[src/rtl/safe_lock_fsm_if.sv]
// Keypad-to-lock-controller bundle: encoder key inputs plus lock status outputs.
interface safe_lock_fsm_if;
  logic [3:0] key_code;
  logic       key_valid;
  logic       unlocked;
  logic       locked_out;
  logic       error;
  logic       code_saved;
  logic [3:0] digit_count;
  logic [3:0] fail_count;

  // Keypad side: drives the encoder outputs and observes the lock status.
  modport master (
    output key_code, key_valid,
    input  unlocked, locked_out, error, code_saved, digit_count, fail_count
  );

  // Lock controller side.
  modport slave (
    input  key_code, key_valid,
    output unlocked, locked_out, error, code_saved, digit_count, fail_count
  );
endinterface

[src/rtl/safe_lock_fsm.sv]
// Safe lock sequencing controller: turns keypad presses into single events,
// collects a BCD entry, checks it against the stored code and handles the
// open window, code change and lockout after repeated failures.
module safe_lock_fsm #(
  parameter int                    CODE_LEN       = 4,
  parameter int                    MAX_TRIES      = 3,
  parameter int                    UNLOCK_CYCLES  = 500,
  parameter int                    LOCKOUT_CYCLES = 1000,
  parameter logic [4*CODE_LEN-1:0] DEFAULT_CODE   = 16'h1234
) (
  input logic           clk,
  input logic           rst_n,
  safe_lock_fsm_if.slave bus
);

  localparam int ENTRY_W = 4 * CODE_LEN;
  localparam int T_MAX   = (UNLOCK_CYCLES > LOCKOUT_CYCLES) ? UNLOCK_CYCLES : LOCKOUT_CYCLES;
  localparam int TIMER_W = $clog2(T_MAX + 1);

  localparam logic [3:0]         CODE_LEN_C  = 4'(CODE_LEN);
  localparam logic [3:0]         MAX_TRIES_C = 4'(MAX_TRIES);
  localparam logic [TIMER_W-1:0] UNLOCK_T    = TIMER_W'(UNLOCK_CYCLES);
  localparam logic [TIMER_W-1:0] LOCKOUT_T   = TIMER_W'(LOCKOUT_CYCLES);
  localparam logic [TIMER_W-1:0] TIMER_ONE   = TIMER_W'(1);

  typedef enum logic [1:0] {
    ST_LOCKED,
    ST_OPEN,
    ST_LOCKOUT
  } state_t;

  state_t             state_q, state_d;
  logic [ENTRY_W-1:0] stored_q, stored_d;
  logic [ENTRY_W-1:0] entry_q, entry_d;
  logic [3:0]         digit_count_q, digit_count_d;
  logic [3:0]         fail_count_q, fail_count_d;
  logic [TIMER_W-1:0] timer_q, timer_d;
  logic               key_valid_q;
  logic               unlocked_q, unlocked_d;
  logic               locked_out_q, locked_out_d;
  logic               error_q, error_d;
  logic               code_saved_q, code_saved_d;

  logic key_event;
  logic is_digit;
  logic is_clear;
  logic timer_running;
  logic expiring;
  logic accept;
  logic entry_full;
  logic entry_match;

  // A key press is the rising edge of the encoder valid level; a held key
  // therefore yields one event. Codes above ENTER are never accepted, and a
  // press landing on the cycle the timer runs out loses to the timeout.
  assign key_event     = bus.key_valid & ~key_valid_q;
  assign is_digit      = (bus.key_code <= 4'd9);
  assign is_clear      = (bus.key_code == 4'd10);
  assign timer_running = (state_q == ST_OPEN) || (state_q == ST_LOCKOUT);
  assign expiring      = timer_running && (timer_q <= TIMER_ONE);
  assign accept        = key_event && (bus.key_code <= 4'd11) &&
                         ((state_q == ST_LOCKED) || ((state_q == ST_OPEN) && !expiring));
  assign entry_full    = (digit_count_q >= CODE_LEN_C);
  assign entry_match   = entry_full && (entry_q == stored_q);

  // Next-state and next-output computation for the whole controller.
  always_comb begin
    state_d       = state_q;
    stored_d      = stored_q;
    entry_d       = entry_q;
    digit_count_d = digit_count_q;
    fail_count_d  = fail_count_q;
    timer_d       = timer_q;
    error_d       = 1'b0;
    code_saved_d  = 1'b0;

    if (timer_running) begin
      timer_d = expiring ? '0 : (timer_q - TIMER_ONE);
    end

    if (expiring) begin
      state_d = ST_LOCKED;
      if (state_q == ST_OPEN) begin
        entry_d       = '0;
        digit_count_d = 4'd0;
      end else begin
        fail_count_d  = 4'd0;
      end
    end

    if (accept) begin
      if (state_q == ST_OPEN) begin
        timer_d = UNLOCK_T;
      end
      if (is_digit) begin
        if (!entry_full) begin
          entry_d       = ENTRY_W'({entry_q, bus.key_code});
          digit_count_d = digit_count_q + 4'd1;
        end
      end else if (is_clear) begin
        entry_d       = '0;
        digit_count_d = 4'd0;
      end else if (state_q == ST_LOCKED) begin
        entry_d       = '0;
        digit_count_d = 4'd0;
        if (entry_match) begin
          state_d      = ST_OPEN;
          fail_count_d = 4'd0;
          timer_d      = UNLOCK_T;
        end else begin
          error_d      = 1'b1;
          fail_count_d = fail_count_q + 4'd1;
          if ((fail_count_q + 4'd1) == MAX_TRIES_C) begin
            state_d = ST_LOCKOUT;
            timer_d = LOCKOUT_T;
          end
        end
      end else begin
        if (entry_full) begin
          stored_d      = entry_q;
          code_saved_d  = 1'b1;
          entry_d       = '0;
          digit_count_d = 4'd0;
        end else begin
          error_d = 1'b1;
        end
      end
    end

    unlocked_d   = (state_d == ST_OPEN);
    locked_out_d = (state_d == ST_LOCKOUT);
  end

  // Single state register for the FSM, datapath and registered outputs.
  always_ff @(posedge clk or negedge rst_n) begin
    if (!rst_n) begin
      state_q       <= ST_LOCKED;
      stored_q      <= DEFAULT_CODE;
      entry_q       <= '0;
      digit_count_q <= 4'd0;
      fail_count_q  <= 4'd0;
      timer_q       <= '0;
      key_valid_q   <= 1'b0;
      unlocked_q    <= 1'b0;
      locked_out_q  <= 1'b0;
      error_q       <= 1'b0;
      code_saved_q  <= 1'b0;
    end else begin
      state_q       <= state_d;
      stored_q      <= stored_d;
      entry_q       <= entry_d;
      digit_count_q <= digit_count_d;
      fail_count_q  <= fail_count_d;
      timer_q       <= timer_d;
      key_valid_q   <= bus.key_valid;
      unlocked_q    <= unlocked_d;
      locked_out_q  <= locked_out_d;
      error_q       <= error_d;
      code_saved_q  <= code_saved_d;
    end
  end

  assign bus.unlocked    = unlocked_q;
  assign bus.locked_out  = locked_out_q;
  assign bus.error       = error_q;
  assign bus.code_saved  = code_saved_q;
  assign bus.digit_count = digit_count_q;
  assign bus.fail_count  = fail_count_q;

endmodule
[src/flat_wrapper.sv]
// flat-port wrapper written by rule: the top's interface ports become plain ports
module safe_lock_fsm_flat 
#(
  parameter int                    CODE_LEN       = 4,
  parameter int                    MAX_TRIES      = 3,
  parameter int                    UNLOCK_CYCLES  = 500,
  parameter int                    LOCKOUT_CYCLES = 1000,
  parameter logic [4*CODE_LEN-1:0] DEFAULT_CODE   = 16'h1234
)
  (clk, rst_n, bus_key_code, bus_key_valid, bus_unlocked, bus_locked_out, bus_error, bus_code_saved, bus_digit_count, bus_fail_count);
  safe_lock_fsm_if bus_i ();
  input logic clk;
  input logic rst_n;
  input wire logic [$bits(bus_i.key_code)-1:0] bus_key_code;
  input wire logic [$bits(bus_i.key_valid)-1:0] bus_key_valid;
  output wire logic [$bits(bus_i.unlocked)-1:0] bus_unlocked;
  output wire logic [$bits(bus_i.locked_out)-1:0] bus_locked_out;
  output wire logic [$bits(bus_i.error)-1:0] bus_error;
  output wire logic [$bits(bus_i.code_saved)-1:0] bus_code_saved;
  output wire logic [$bits(bus_i.digit_count)-1:0] bus_digit_count;
  output wire logic [$bits(bus_i.fail_count)-1:0] bus_fail_count;
  assign bus_i.key_code = bus_key_code;
  assign bus_i.key_valid = bus_key_valid;
  assign bus_unlocked = bus_i.unlocked;
  assign bus_locked_out = bus_i.locked_out;
  assign bus_error = bus_i.error;
  assign bus_code_saved = bus_i.code_saved;
  assign bus_digit_count = bus_i.digit_count;
  assign bus_fail_count = bus_i.fail_count;
  safe_lock_fsm #(.CODE_LEN(CODE_LEN), .MAX_TRIES(MAX_TRIES), .UNLOCK_CYCLES(UNLOCK_CYCLES), .LOCKOUT_CYCLES(LOCKOUT_CYCLES), .DEFAULT_CODE(DEFAULT_CODE)) u_core (.clk(clk), .rst_n(rst_n), .bus(bus_i));
endmodule
[config.mk]
export PLATFORM = sky130hd
export DESIGN_NAME = safe_lock_fsm_flat
export DESIGN_NICKNAME = d
export VERILOG_FILES = /design/src/rtl/safe_lock_fsm_if.sv /design/src/rtl/safe_lock_fsm.sv /design/src/flat_wrapper.sv
export SDC_FILE = /design/constraint.sdc
export NUM_CORES = 1
export LEC_CHECK = 0
export CAP_MARGIN = 20
export CORE_MARGIN = 3
export CORE_UTILIZATION = 68
export DETAILED_ROUTE_END_ITERATION = 8
export DONT_BUFFER_PORTS = 1
export PLACE_DENSITY_LB_ADDON = 0.2
export SETUP_SLACK_MARGIN = 0.1
export SYNTH_ARGS = -nofsm -noshare
export SYNTH_HDL_FRONTEND = slang
export SYNTH_SLANG_ARGS = --single-unit
export TNS_END_PERCENT = 1
[constraint.sdc]
create_clock -name clk -period 4.9 [get_ports clk]
set_input_delay 1.47 -clock clk [delete_from_list [all_inputs] [get_ports clk]]
set_output_delay 1.47 -clock clk [all_outputs]
set_load 0.05 [all_outputs]
==> metrics.md <==
| Metric | Value |
|---|---|
| Netlist cell types | 47 |
| Sequential cell area fraction in the yosys report | 49.8% |
| DR pass1 iterations | 5 |
| Switching Share | 31.5% |
| GRT Overall Usage | about a quarter |
| Post-DRT Antenna Nets | 0 |
| Iter 0 DRT Violations | between 150 and 200 |
| DIE WIDTH | around 70 um |
| Area growth syn-to-layout | 9.66% |
| Post-Synth XOR/XNOR Area | 7.31% |
| Psw | 549 uW |
| CTS root buf | clkbuf_8 |
| Most used routing layer | met1 |
| Arr. time, crit path | between 3 and 4 ns |
| Io pins | 19 |
| Adder-Cell Fraction of Synth Area | roughly 3.0% |
| Vias in the first global route | 1,892 |
| Worst-path clk slew | 0.07 ns |
| Gr ovfl total | 0 |
| Leading post-synthesis cells by cell area | dfrtp_1 (45%), a22o_1 (5.2%), xnor2_1 (5.2%) |
| Die H | approximately 71 um |
| GP Congestion | 0.823 |
| Post-Route Setup TNS | 0 ns |
| Clk pwr share | approximately 33% |
| # hold bufs at CTS | 0 |
| Finished Layout Cells | 302 |
| Synth warn | 0 |
| CTS sink count | 57 |
| Reg power frac | 45.8% |
| Num CTS Buffers | 9 |
| Inserted Diodes | 0 |
| Initial Util | just over 70% |
| First-pass GRT wire length | between 9000 and 10,000 um |
| Design area | 3150 um2 |
| Slew headroom | approximately two fifths |
| Synth Net Count | about 260 |
| FP Rows | 23 |
| DRC violations left | 0 |
| Top-area cell type share of the netlist area | 45.3% |
| Slack of the worst reg-to-reg path | roughly 2.2 ns |
| Die area | 5040 um2 |
| Leakage | between 0.001 and 0.0015 uW |
| Pwr dens | approximately 550 nW/um2 |
| Placed cells | around 290 |
| Largest net degree at the start of global routing | 58 |
| Hold Crit Class | flip-flop to flip-flop |
| Met1 GRT Util | a little over a third |
| Synth Area in Compound Gates | 14.7% |
| Total wire length | ~5700 um |
| Maximum vdd ir drop | between 0.0003 and 0.0004 V |
| Highest clock rate | between 0.3 and 0.4 GHz |
| Post_cts resized | 0 |
| Mux share of post-synthesis cell area | under 10% |
| CTS tree | built |
| CTS H-Tree Depth | 3 |
| Post-synth EDFFs | 0 |
| Slew @ Worst Pin | 0.880 ns |
| Crit-path max FO | 17 |
| Post-CTS Repair Setup Buffers | 0 |
| Cell count after synthesis | 243 |
| WL per Instance | between 15 and 20 um |
| Unrepaired setup endpoints after global routing | no |
| Layout cell share with drive strength beyond 1 | 19.0% |
| Setup-failing EPs final | 0 |
| Yosys reg bits | 57 |
| Max-slew violation count | 0 |
| Comb pwr share | between 20% and 30% |
| Dpl cell area | 2900 um2 |
| Port Buffer Count | 0 |
| Fraction of registers with async set or reset after synthesis | between 90% and 100% |
| Fin crit period | 2.86 ns |
| NumNets Final | 261 |
| Largest family of logic cells by synthesized area | compound AO/OA/AOI/OAI gates |
| Area of the core | around 4000 um2 |
| Synth Area in Simple Gates | about 14% |
| Clk buf depth | 2 |
| Drt via density | between 6 and 7 |
| Setup crit start kind | primary input |
| Synth Flop Type | dfrtp_1 |
| Max-capacitance violation count | 0 |
| Clk_lat worst skew | between 0.3 and 0.4 ns |
| Endpoint type of the worst setup path | flip-flop |
| Layout Skew | 0.00695 ns |
| Int Power | 1190 uW |
| Critical Path RT | between 5 and 6 ns |
| Post-DP HPWL | between 3000 and 4000 um |
| Post-layout util | about four fifths |
| Syn Area/Cell | approximately 12 um2 |
| Global Route met3 Usage | under 10% |
| Final Hold Viols | 0 |
| Syn Std Cell Area | between 2000 and 3000 um2 |
| Period Utilization, post-route | between 50% and 60% |
| Tot Pwr | 1740 uW |
| Met2 Resource Use GR | between 30 and 40% |
| Initial antenna violation count | 0 |
| Leading area contributor after synthesis | dfrtp_1 |
| CP Class | primary input to flip-flop |
| Via count | 1,925 |
| Status | complete, no violations |
## cell type report
| class | instances | area [um2] |
|---|---|---|
| clock buffers | 10 | 128 |
| clock inverters | 6 | 130 |
| fillers | 261 | 876 |
| inverters | 10 | 37.5 |
| multi-input cells | 168 | 1360 |
| flip-flops and latches | 57 | 1430 |
| well taps | 50 | 62.6 |
| repair buffers | 1 | 7.51 |
## Yosys cell counts (6+ instances only)
master,number
dfrtp_1,52
a22o_1,17
xnor2_1,17
nor3_1,12
inv_1,10
nand2_1,10
mux2_2,9
mux2_4,9
nor2_1,9
a21oi_1,8
nand3_1,8
ha_1,7
xor2_1,7
o211ai_1,6
## path summary, 6_finish.rpt
check                                         startpoint             endpoint  cells after the start
worst min-delay path                  u_core.stored_q[0]   u_core.stored_q[0]                      1
min in group asynchronous                          rst_n  u_core.stored_q[11]                      0
worst max-delay path                       bus_key_valid   u_core.stored_q[3]                      6
worst max register to register  u_core.bus.fail_count[1]    u_core.timer_q[6]                      6
max in group asynchronous                          rst_n   u_core.stored_q[4]                      0
worst min register to register        u_core.stored_q[0]   u_core.stored_q[0]                      1
## kinds of logic after synthesis
family,count (synthesis)
simple gates,66
flops,57
compound gates,53
xor+xnor,24
buf+inv,18
mux,18
fa+ha+maj,7
## worst max-delay path, cell delays in order
cell	delay (ns)
inv_1	0.03
a211oi_2	0.31
o21a_2	0.35
nor4b_4	0.24
buf_4	0.32
mux2_2	0.37
## power by group through the flow
stage | Combinational, uW | Sequential (uW) | Clock, uW
after floorplan | 309 | 765 | 0
after global placement | 345 | 795 | 0
after detailed placement | 357 | 802 | 0
after CTS | 364 | 796 | 586
after global routing | 404 | 814 | 612
final | 365 | 796 | 579
## layout by cell type, fill, tap and decap left out, types with 6 or more instances in the layout
cell type,synthesis,routed
a21oi_1,8,8
a22o_1,17,17
clkbuf_8,0,9
dfrtp_1,52,52
ha_1,7,7
inv_1,10,10
mux2_2,9,9
mux2_4,9,9
nand2_1,10,10
nand3_1,8,8
nor2_1,9,9
nor3_1,12,12
o211ai_1,6,6
xnor2_1,17,17
xor2_1,7,7
## state kept, by name (all words and copies together), names as in the netlist
signal and count:
u_core.bus.code_saved 1, u_core.bus.digit_count 4, u_core.bus.error 1, u_core.bus.fail_count 4, u_core.bus.locked_out 1, u_core.bus.unlocked 1
u_core.entry_q 16, u_core.key_valid_q 1, u_core.state_q 2, u_core.stored_q 16, u_core.timer_q 10
## layer usage
| metal | share of wire, % | wire length [um] | up-vias |
|---|---|---|---|
| li1 | - | - | 904 |
| met1 | 46 | 2640 | 928 |
| met2 | 43 | 2460 | 79 |
| met3 | 8.8 | 501 | 14 |
| met4 | 2.1 | 118 | 0 |
| met5 | 0 | 0 | - |
## metrics by stage
stage | setup slack, ns | hold WS, ns
global route | 1.93 | 0.546
CTS | 2.05 | 0.533
floorplan | 1.90 | 0.480
global placement | 1.78 | 0.513
detailed placement | 1.69 | 0.515
finish | 2.04 | 0.530
No activity file was read; power rests on OpenSTA's default activity.
